==> src/rtl/condicionador_de_entrada_pkg.sv <==
// Shared types and constants for the input conditioner.
package condicionador_de_entrada_pkg;

  typedef logic [2:0] user_code_t;
  typedef logic [2:0] func_code_t;

  localparam int   DEBOUNCE_CYCLES_DEF = 50000;
  localparam logic BTN_RELEASED        = 1'b1;
  localparam logic SW_RESET_LEVEL      = 1'b0;

endpackage

==> src/rtl/condicionador_de_entrada_filtro.sv <==
// filtro_debounce: two-flop synchronizer, 3-sample tick history and debounced
// level for one raw input. fall pulses for one cycle when the level drops 1->0.
module filtro_debounce
  import condicionador_de_entrada_pkg::*;
#(
  parameter logic RESET_LEVEL = SW_RESET_LEVEL
) (
  input  logic clk,
  input  logic rst_n,
  input  logic tick,
  input  logic raw,
  output logic level,
  output logic fall
);

  logic       sync_a;
  logic       sync_b;
  logic [2:0] hist;
  logic [2:0] hist_next;
  logic       change;

  // The freshly shifted sample takes part in the vote, so three ticks suffice.
  assign hist_next = {hist[1:0], sync_b};
  assign change    = (hist_next == {3{hist_next[0]}}) && (hist_next[0] != level);

  // Bring the asynchronous input into the clock domain.
  always_ff @(posedge clk or negedge rst_n) begin
    if (!rst_n) begin
      sync_a <= RESET_LEVEL;
      sync_b <= RESET_LEVEL;
    end else begin
      sync_a <= raw;
      sync_b <= sync_a;
    end
  end

  // Sample on each tick and move the level only when three samples agree.
  always_ff @(posedge clk or negedge rst_n) begin
    if (!rst_n) begin
      hist  <= {3{RESET_LEVEL}};
      level <= RESET_LEVEL;
      fall  <= 1'b0;
    end else begin
      fall <= 1'b0;
      if (tick) begin
        hist <= hist_next;
        if (change) begin
          level <= hist_next[0];
          fall  <= ~hist_next[0];
        end
      end
    end
  end

endmodule

==> src/rtl/condicionador_de_entrada.sv <==
// Input conditioner: debounces 8 switches and 4 active-low buttons, turns
// button presses into toggle bits and publishes two user code/function pairs
// with a one-cycle update strobe per user.
module condicionador_de_entrada
  import condicionador_de_entrada_pkg::*;
#(
  parameter int DEBOUNCE_CYCLES = DEBOUNCE_CYCLES_DEF
) (
  input  logic       clk,
  input  logic       rst_n,
  input  logic       ch0,
  input  logic       ch1,
  input  logic       ch2,
  input  logic       ch3,
  input  logic       ch4,
  input  logic       ch5,
  input  logic       ch6,
  input  logic       ch7,
  input  logic       btn0,
  input  logic       btn1,
  input  logic       btn2,
  input  logic       btn3,
  output logic [2:0] user0,
  output logic [2:0] func0,
  output logic [2:0] user1,
  output logic [2:0] func1,
  output logic       upd0,
  output logic       upd1
);

  localparam int CW = (DEBOUNCE_CYCLES > 2) ? $clog2(DEBOUNCE_CYCLES) : 1;
  localparam logic [CW-1:0] LAST = CW'(DEBOUNCE_CYCLES - 1);

  logic [CW-1:0] presc;
  logic          tick;
  logic [7:0]    sw_raw;
  logic [3:0]    btn_raw;
  logic [7:0]    sw_lvl;
  logic [7:0]    sw_fall_unused;
  logic [3:0]    btn_lvl_unused;
  logic [3:0]    btn_fall;
  logic [7:0]    sw_q;
  logic [3:0]    tgl;
  logic [3:0]    tgl_next;
  user_code_t    user0_next;
  user_code_t    user1_next;
  func_code_t    func0_next;
  func_code_t    func1_next;

  assign sw_raw  = {ch7, ch6, ch5, ch4, ch3, ch2, ch1, ch0};
  assign btn_raw = {btn3, btn2, btn1, btn0};
  assign tick    = (presc == LAST);

  // Shared sample-tick prescaler, wraps after DEBOUNCE_CYCLES counts.
  always_ff @(posedge clk or negedge rst_n) begin
    if (!rst_n)    presc <= '0;
    else if (tick) presc <= '0;
    else           presc <= presc + CW'(1);
  end

  for (genvar i = 0; i < 8; i++) begin : g_sw
    filtro_debounce #(.RESET_LEVEL(SW_RESET_LEVEL)) u_filtro (
      .clk   (clk),
      .rst_n (rst_n),
      .tick  (tick),
      .raw   (sw_raw[i]),
      .level (sw_lvl[i]),
      .fall  (sw_fall_unused[i])
    );
  end

  for (genvar i = 0; i < 4; i++) begin : g_btn
    filtro_debounce #(.RESET_LEVEL(BTN_RELEASED)) u_filtro (
      .clk   (clk),
      .rst_n (rst_n),
      .tick  (tick),
      .raw   (btn_raw[i]),
      .level (btn_lvl_unused[i]),
      .fall  (btn_fall[i])
    );
  end

  // Next visible values; the update strobe compares these with what is shown now.
  assign tgl_next   = tgl ^ btn_fall;
  assign user0_next = {sw_lvl[0], sw_lvl[1], sw_lvl[2]};
  assign func0_next = {sw_lvl[3], tgl_next[0], tgl_next[1]};
  assign user1_next = {sw_lvl[4], sw_lvl[5], sw_lvl[6]};
  assign func1_next = {sw_lvl[7], tgl_next[2], tgl_next[3]};

  assign user0 = {sw_q[0], sw_q[1], sw_q[2]};
  assign func0 = {sw_q[3], tgl[0], tgl[1]};
  assign user1 = {sw_q[4], sw_q[5], sw_q[6]};
  assign func1 = {sw_q[7], tgl[2], tgl[3]};

  // Output registers, toggle bits and one-cycle update strobes.
  always_ff @(posedge clk or negedge rst_n) begin
    if (!rst_n) begin
      sw_q <= '0;
      tgl  <= '0;
      upd0 <= 1'b0;
      upd1 <= 1'b0;
    end else begin
      sw_q <= sw_lvl;
      tgl  <= tgl_next;
      upd0 <= ({user0_next, func0_next} != {user0, func0});
      upd1 <= ({user1_next, func1_next} != {user1, func1});
    end
  end

endmodule

==> config.mk <==
export PLATFORM = sky130hd
export DESIGN_NAME = condicionador_de_entrada
export DESIGN_NICKNAME = d
export VERILOG_FILES = /design/src/rtl/condicionador_de_entrada_pkg.sv /design/src/rtl/condicionador_de_entrada_filtro.sv /design/src/rtl/condicionador_de_entrada.sv
export SDC_FILE = /design/constraint.sdc
export NUM_CORES = 1
export LEC_CHECK = 0
export ABC_AREA = 1
export CORE_MARGIN = 2
export CORE_UTILIZATION = 25
export DETAILED_ROUTE_END_ITERATION = 10
export PLACE_DENSITY_LB_ADDON = 0.12
export SLEW_MARGIN = 20
export SYNTH_ARGS = -nofsm -noshare
export SYNTH_HDL_FRONTEND = slang
export SYNTH_SLANG_ARGS = --single-unit
export TNS_END_PERCENT = 10
==> constraint.sdc <==
create_clock -name clk -period 2.6 [get_ports clk]
set_clock_uncertainty 0.15 [all_clocks]
set_input_delay 0.52 -clock clk [delete_from_list [all_inputs] [get_ports clk]]
set_output_delay 0.52 -clock clk [all_outputs]
set_load 0.05 [all_outputs]
==> results of run 1 <==
## cell usage in the layout (no fill, tap or decap), drive strengths merged, types with 3 or more instances in the layout
cell	n
clkdlybuf4s50	26
xnor2	3
xor2	7
nand2	149
buf	6
inv	44
o21ai	9
clkinv	5
nand3	31
nand4	28
a21oi	3
clkbuf	11
dfrtp	74
nor2	59
dfstp	20
## metal layers
layer | global-route usage (%) | part of all wire (%) | up-vias
met5 | 0 | 0 | -
met4 | 3.80 | 1.4 | 0
met3 | 3.85 | 5.0 | 11
met2 | 16.9 | 45 | 45
met1 | 14.5 | 48 | 1367
li1 | - | - | 1478
## sequential cells by signal, indices dropped and copies added (netlist names), 4 cells and up
signal,count
g_btn.u_filtro.sync_b,4
g_sw.u_filtro.hist,16
presc,16
g_btn.u_filtro.hist,8
g_sw.u_filtro.sync_b,8
g_sw.u_filtro.sync_a,8
g_btn.u_filtro.level,4
g_btn.u_filtro.fall,4
g_sw.u_filtro.level,8
g_btn.u_filtro.sync_a,4
sw_q,8
tgl,4
## how the worst max path moves through the flow
stage | cells after the start | to | from
2_1_floorplan | 7 | g_sw[0].u_filtro.hist[0] | presc[0]
3_3_place_gp | 6 | g_btn[2].u_filtro.level | presc[0]
3_5_place_dp | 7 | g_sw[0].u_filtro.hist[1] | presc[10]
4_1_cts | 1 | func0[2] | sw_q[3]
5_1_grt | 1 | func0[2] | sw_q[3]
6_report | 1 | func0[2] | sw_q[3]
## cell type report
class	instances	area [µm²]	share of cell area, %
repair buffers	32	305	6.40
well taps	216	270	5.67
clock buffers	11	243	5.09
flip-flops and latches	94	2380	49.8
clock inverters	5	35.0	0.735
inverters	45	175	3.67
multi-input cells	297	1360	28.6
## metrics by stage
step	cell area [µm²]	setup WS (ns)	total power [µW]	utilization [%]	std cells
2_1_floorplan	3980	1.03	1530	-	443
3_5_place_dp	4490	0.654	1590	28.6	684
3_3_place_gp	4490	0.673	1590	28.6	684
4_1_cts	4770	0.347	2880	30.4	700
6_report	4770	0.371	2810	30.4	700
5_1_grt	4770	0.310	2950	30.4	700
## power breakdown
part	internal [µW]	leakage (µW)	switching (µW)	total, µW
clock	677	0.000136	574	1250
sequential	1490	0.00119	12.2	1500
combinational	21.2	0.000995	35.1	56.3
## kinds of logic (layout without fill, tap and decap cells)
| kind of cell | Yosys count | after routing | share of synthesized area (%) |
|---|---|---|---|
| and+or+nand+nor | 270 | 270 | 29.5 |
| DFF | 94 | 94 | 59.8 |
| adders and majority gates | 1 | 1 | 0.315 |
| buffers and inverters | 52 | 93 | 5.92 |
| AOI/OAI and AO/OA | 16 | 16 | 2.27 |
| xor gates and xnor gates | 10 | 10 | 2.20 |
==> impl_metrics.yaml, run 1 <==
worst_setup_path:
  slowest_stage: "clkdlybuf4s50_1"
  r2r_end: "g_sw[0].u_filtro.hist[1]"
  crit_path_max_incr_delay_ns: 0.82
  crit_required_ns: 1.93
  crit_type: "reg -> out"
  cp.buffers_inverters: 1
  crit_path_end_kind: "output pin"
  ff2ff_path_depth: 7
  reg2reg_from: "presc[4]"
  crit_arrival_ns: 1.56
  cp_max_fo: 3
  start_kind: "flip-flop"
  path_delay_family: "buffers and inverters"
  worstPathCellList: "clkdlybuf4s50_1"
  reg2reg_slack_ns: 0.64
drt:
  drcViolationCount: 0
  wl_per_cell_um: 11.9
  drt-pass1-iter-count: 4
  via_per_inst: 4.14
  ant_nets: 0
  routed_wirelength_um: 8360
  drt-initial-drc-count: 149
  num_vias: 2901
timing:
  max_freq_mhz: 449
  setup_viol: 0
  hold_ws_ns: -0.00246
  timing.setup.tns_ns: 0
  slew_headroom_pct: 53.6
  rsz0062_at_grt: "false"
  fin_crit_ns: 2.23
  worstMarginPinSlew_ns: 0.693
  finalMaxSlewViolations: 0
  fin_crit_sh_pct: 85.7
  finalHoldViolCount: 1
cells_and_area:
  area_growth_syn_to_layout_pct: 19.9
  nNetsFinal: 494
  fillers: 1647
  drive_above_1_share_pct: 11.2
  n_antenna_cell: 0
clock_tree:
  clock_latency_ns: 0.35
  cts-root-buf: "clkbuf_16"
  clk_path_buf_depth: 2
  cts_tree: "yes"
  ctsHoldBuffers: 0
  cts_buffers: 9
  cts_htree_levels: 3
  cts_resized: 0
  cts_sinks: 94
  post_cts_buffers: 0
  path_clk_slew_ns: 0.07
synth:
  synth_top_area_share_pct: 46.6
  synth.area.top_cells: "dfrtp_1 47%, nand2_1 14%, dfstp_2 13%"
  yosys-top-cells-count: "146 x nand2_1, 74 x dfrtp_1, 55 x nor2_1"
  synthCells: 443
  synth_most_common_cell: "nand2_1"
  syn_avg_cell_area_um2: 8.98
  ys_types: 28
  ys_seq_area_share_pct: 59.8
  netlist_area_mm2: 0.00398
  ys_ff_latch: 94
  ys_warn_count: 0
  async_flop_share_pct: 100
  synth-edff-count: 0
  netlist.top_cell.by_area: "dfrtp_1"
  synthFlopType: "dfrtp_1"
  syn_nets: 458
floorplan:
  die_h_um: 130
  rows: 46
  coreArea_mm2: 0.0157
  start_util_pct: 25.3
  die_area_mm2: 0.0169
  pin_count: 28
  die_x_um: 130
grt:
  antenna_found_initial: 0
  grt_start_max_net_pins: 44
  grt_use_total_pct: 11.0
  grt_pass1_wl_um: 14100
  overflow: 0
  grt_pass1_vias: 2802
run:
  maxCapViolCount: 0
pwr:
  leakage_uw: 0.00232
  power_density_mw_per_mm2: 588
  ir_drop_v: 0.000327
placed_design:
  port_buffers: 27
  dp_hpwl_um: 5750
  place_congestion: 0.808
outcome:
  violations: "negative hold slack"
  status: "finished, violations left"
hold_path:
  hp-class: "in -> async"
No activity file was read; power rests on OpenSTA's default activity.
==> run 2: changes to the inputs <==
- CORE_MARGIN: 2 -> 10
==> impl_metrics.yaml, run 2 (synthesized netlist as in run 1, its figures left out) <==
outcome:
  status: "finished, final reports clean"
pwr:
  power_density_mw_per_mm2: 599
  sw_frac_of_total_pct: 21.0
  leakage_uw: 0.00233
  power_frac_clock_pct: 45.8
  p_int_uw: 2270
  net-switching-power_uw: 603
  ir_drop_v: 0.000372
  combPwrFrac_pct: 2.0
  pwr-share-seq_pct: 52.2
grt:
  antenna_found_initial: 0
  grt_use_total_pct: 8.76
  met3_usage_pct: 3.09
  grt_pass1_wl_um: 14900
  met1_usage_pct: 11.1
  overflow: 0
  grt_pass1_vias: 2807
  grt_start_max_net_pins: 41
  top_usage_layer: "met2"
  gr-usage-met2_pct: 13.6
floorplan:
  die_x_um: 146
  coreArea_mm2: 0.0157
  rows: 46
  die_area_mm2: 0.0213
  die_h_um: 146
  pin_count: 28
  start_util_pct: 25.3
worst_setup_path:
  worstPathCellList: "clkdlybuf4s50_1"
  crit_path_end_kind: "output pin"
  crit_path_max_incr_delay_ns: 0.82
  crit_type: "reg -> out"
  reg2reg_from: "presc[10]"
  crit_required_ns: 1.93
  slowest_stage: "clkdlybuf4s50_1"
  path_delay_family: "buffers and inverters"
  start_kind: "flip-flop"
  r2r_end: "g_sw[7].u_filtro.hist[0]"
  crit_arrival_ns: 1.56
  reg2reg_slack_ns: 0.68
  crit_path_start: "sw_q[3]"
  ff2ff_path_depth: 7
  cp.buffers_inverters: 1
  cp_max_fo: 3
hold_path:
  hp-class: "in -> async"
run:
  maxCapViolCount: 0
clock_tree:
  cts_htree_levels: 3
  post_cts_buffers: 0
  cts_tree: "yes"
  cts_sinks: 94
  clock_latency_ns: 0.35
  path_clk_slew_ns: 0.07
  cts-root-buf: "clkbuf_16"
  cts_resized: 0
  ctsHoldBuffers: 0
  cts_buffers: 9
  clk_path_buf_depth: 2
placed_design:
  port_buffers: 27
  place_congestion: 0.800
  dp_hpwl_um: 6250
timing:
  setup_viol: 0
  timing.setup.tns_ns: 0
  hold_ws_ns: 0.00571
  fin_crit_sh_pct: 85.7
  worstMarginPinSlew_ns: 0.661
  max_freq_mhz: 449
  fin_crit_ns: 2.23
  finalMaxSlewViolations: 0
  rsz0062_at_grt: "false"
  slew_headroom_pct: 55.8
  finalHoldViolCount: 0
drt:
  drcViolationCount: 0
  wl_per_cell_um: 12.7
  drt-initial-drc-count: 189
  routed_wirelength_um: 8870
  drt-pass1-iter-count: 4
  num_vias: 2906
  ant_nets: 0
  via_per_inst: 4.16
cells_and_area:
  mostFrequentLayoutCell: "nand2_1"
  n_antenna_cell: 0
  drive_above_1_share_pct: 10.8
  reg.largest.list: "g_sw.u_filtro.hist: 16 flops, presc: 16 flops"
  seqCellArea_mm2: 0.00238
  nNetsFinal: 493
  mostFrequentLayoutCells: "146 x nand2_1, 74 x dfrtp_1, 55 x nor2_1"
  area_growth_syn_to_layout_pct: 20.6
  multi_input_area_mm2: 0.00136
  fillers: 1654
-- run 2: power by group through the flow --
stage / logic (µW) / registers (µW) / clock network [µW]
global route: 67.1 / 1500 / 1440
detailed placement: 61.7 / 1530 / 0
floorplan: 4.87 / 1520 / 0
global placement: 61.2 / 1530 / 0
finish: 57.3 / 1500 / 1320
CTS: 61.6 / 1500 / 1390
-- run 2: final cells by class --
cell class / count / area share, %
tap: 216 / 5.64
inverter: 45 / 3.65
multi-input combinational: 297 / 28.4
clock buffer: 14 / 5.95
timing repair buffer: 31 / 6.47
sequential: 94 / 49.6
clock inverter: 2 / 0.261
-- run 2: worst max path at each step --
stage                                     endpoint  slack (ns)  cells past startpoint
final                                     func0[2]        0.37                      1
after global routing                      func0[2]        0.31                      1
after CTS                                 user1[2]        0.33                      1
after detailed placement    g_btn[3].u_filtro.fall        0.67                      7
after global placement     g_btn[0].u_filtro.level        0.68                      6
after floorplan           g_sw[0].u_filtro.hist[0]        1.03                      7
-- run 2: layer usage --
metal  part of all wire (%)  vias up
met3                    4.1        7
met2                     47       44
met4                    1.2        0
met5                      0        -
met1                     48     1379
li1                       -     1476
-- run 2: per-stage QoR --
stage	utilization [%]	total power, µW	cells	instance area [µm²]	setup slack (ns)
final	30.5	2870	699	4790	0.371
after CTS	30.5	2950	699	4790	0.330
after global placement	28.6	1590	683	4500	0.679
after global routing	30.5	3010	699	4790	0.311
after detailed placement	28.6	1590	683	4500	0.674
after floorplan	-	1530	443	3980	1.03
==> run 3: changes to the inputs <==
- CTS_CLUSTER_SIZE: not set -> 24
==> results of run 3 <==
Same layout as run 2: the final DEF is identical, and so are final timing and power.
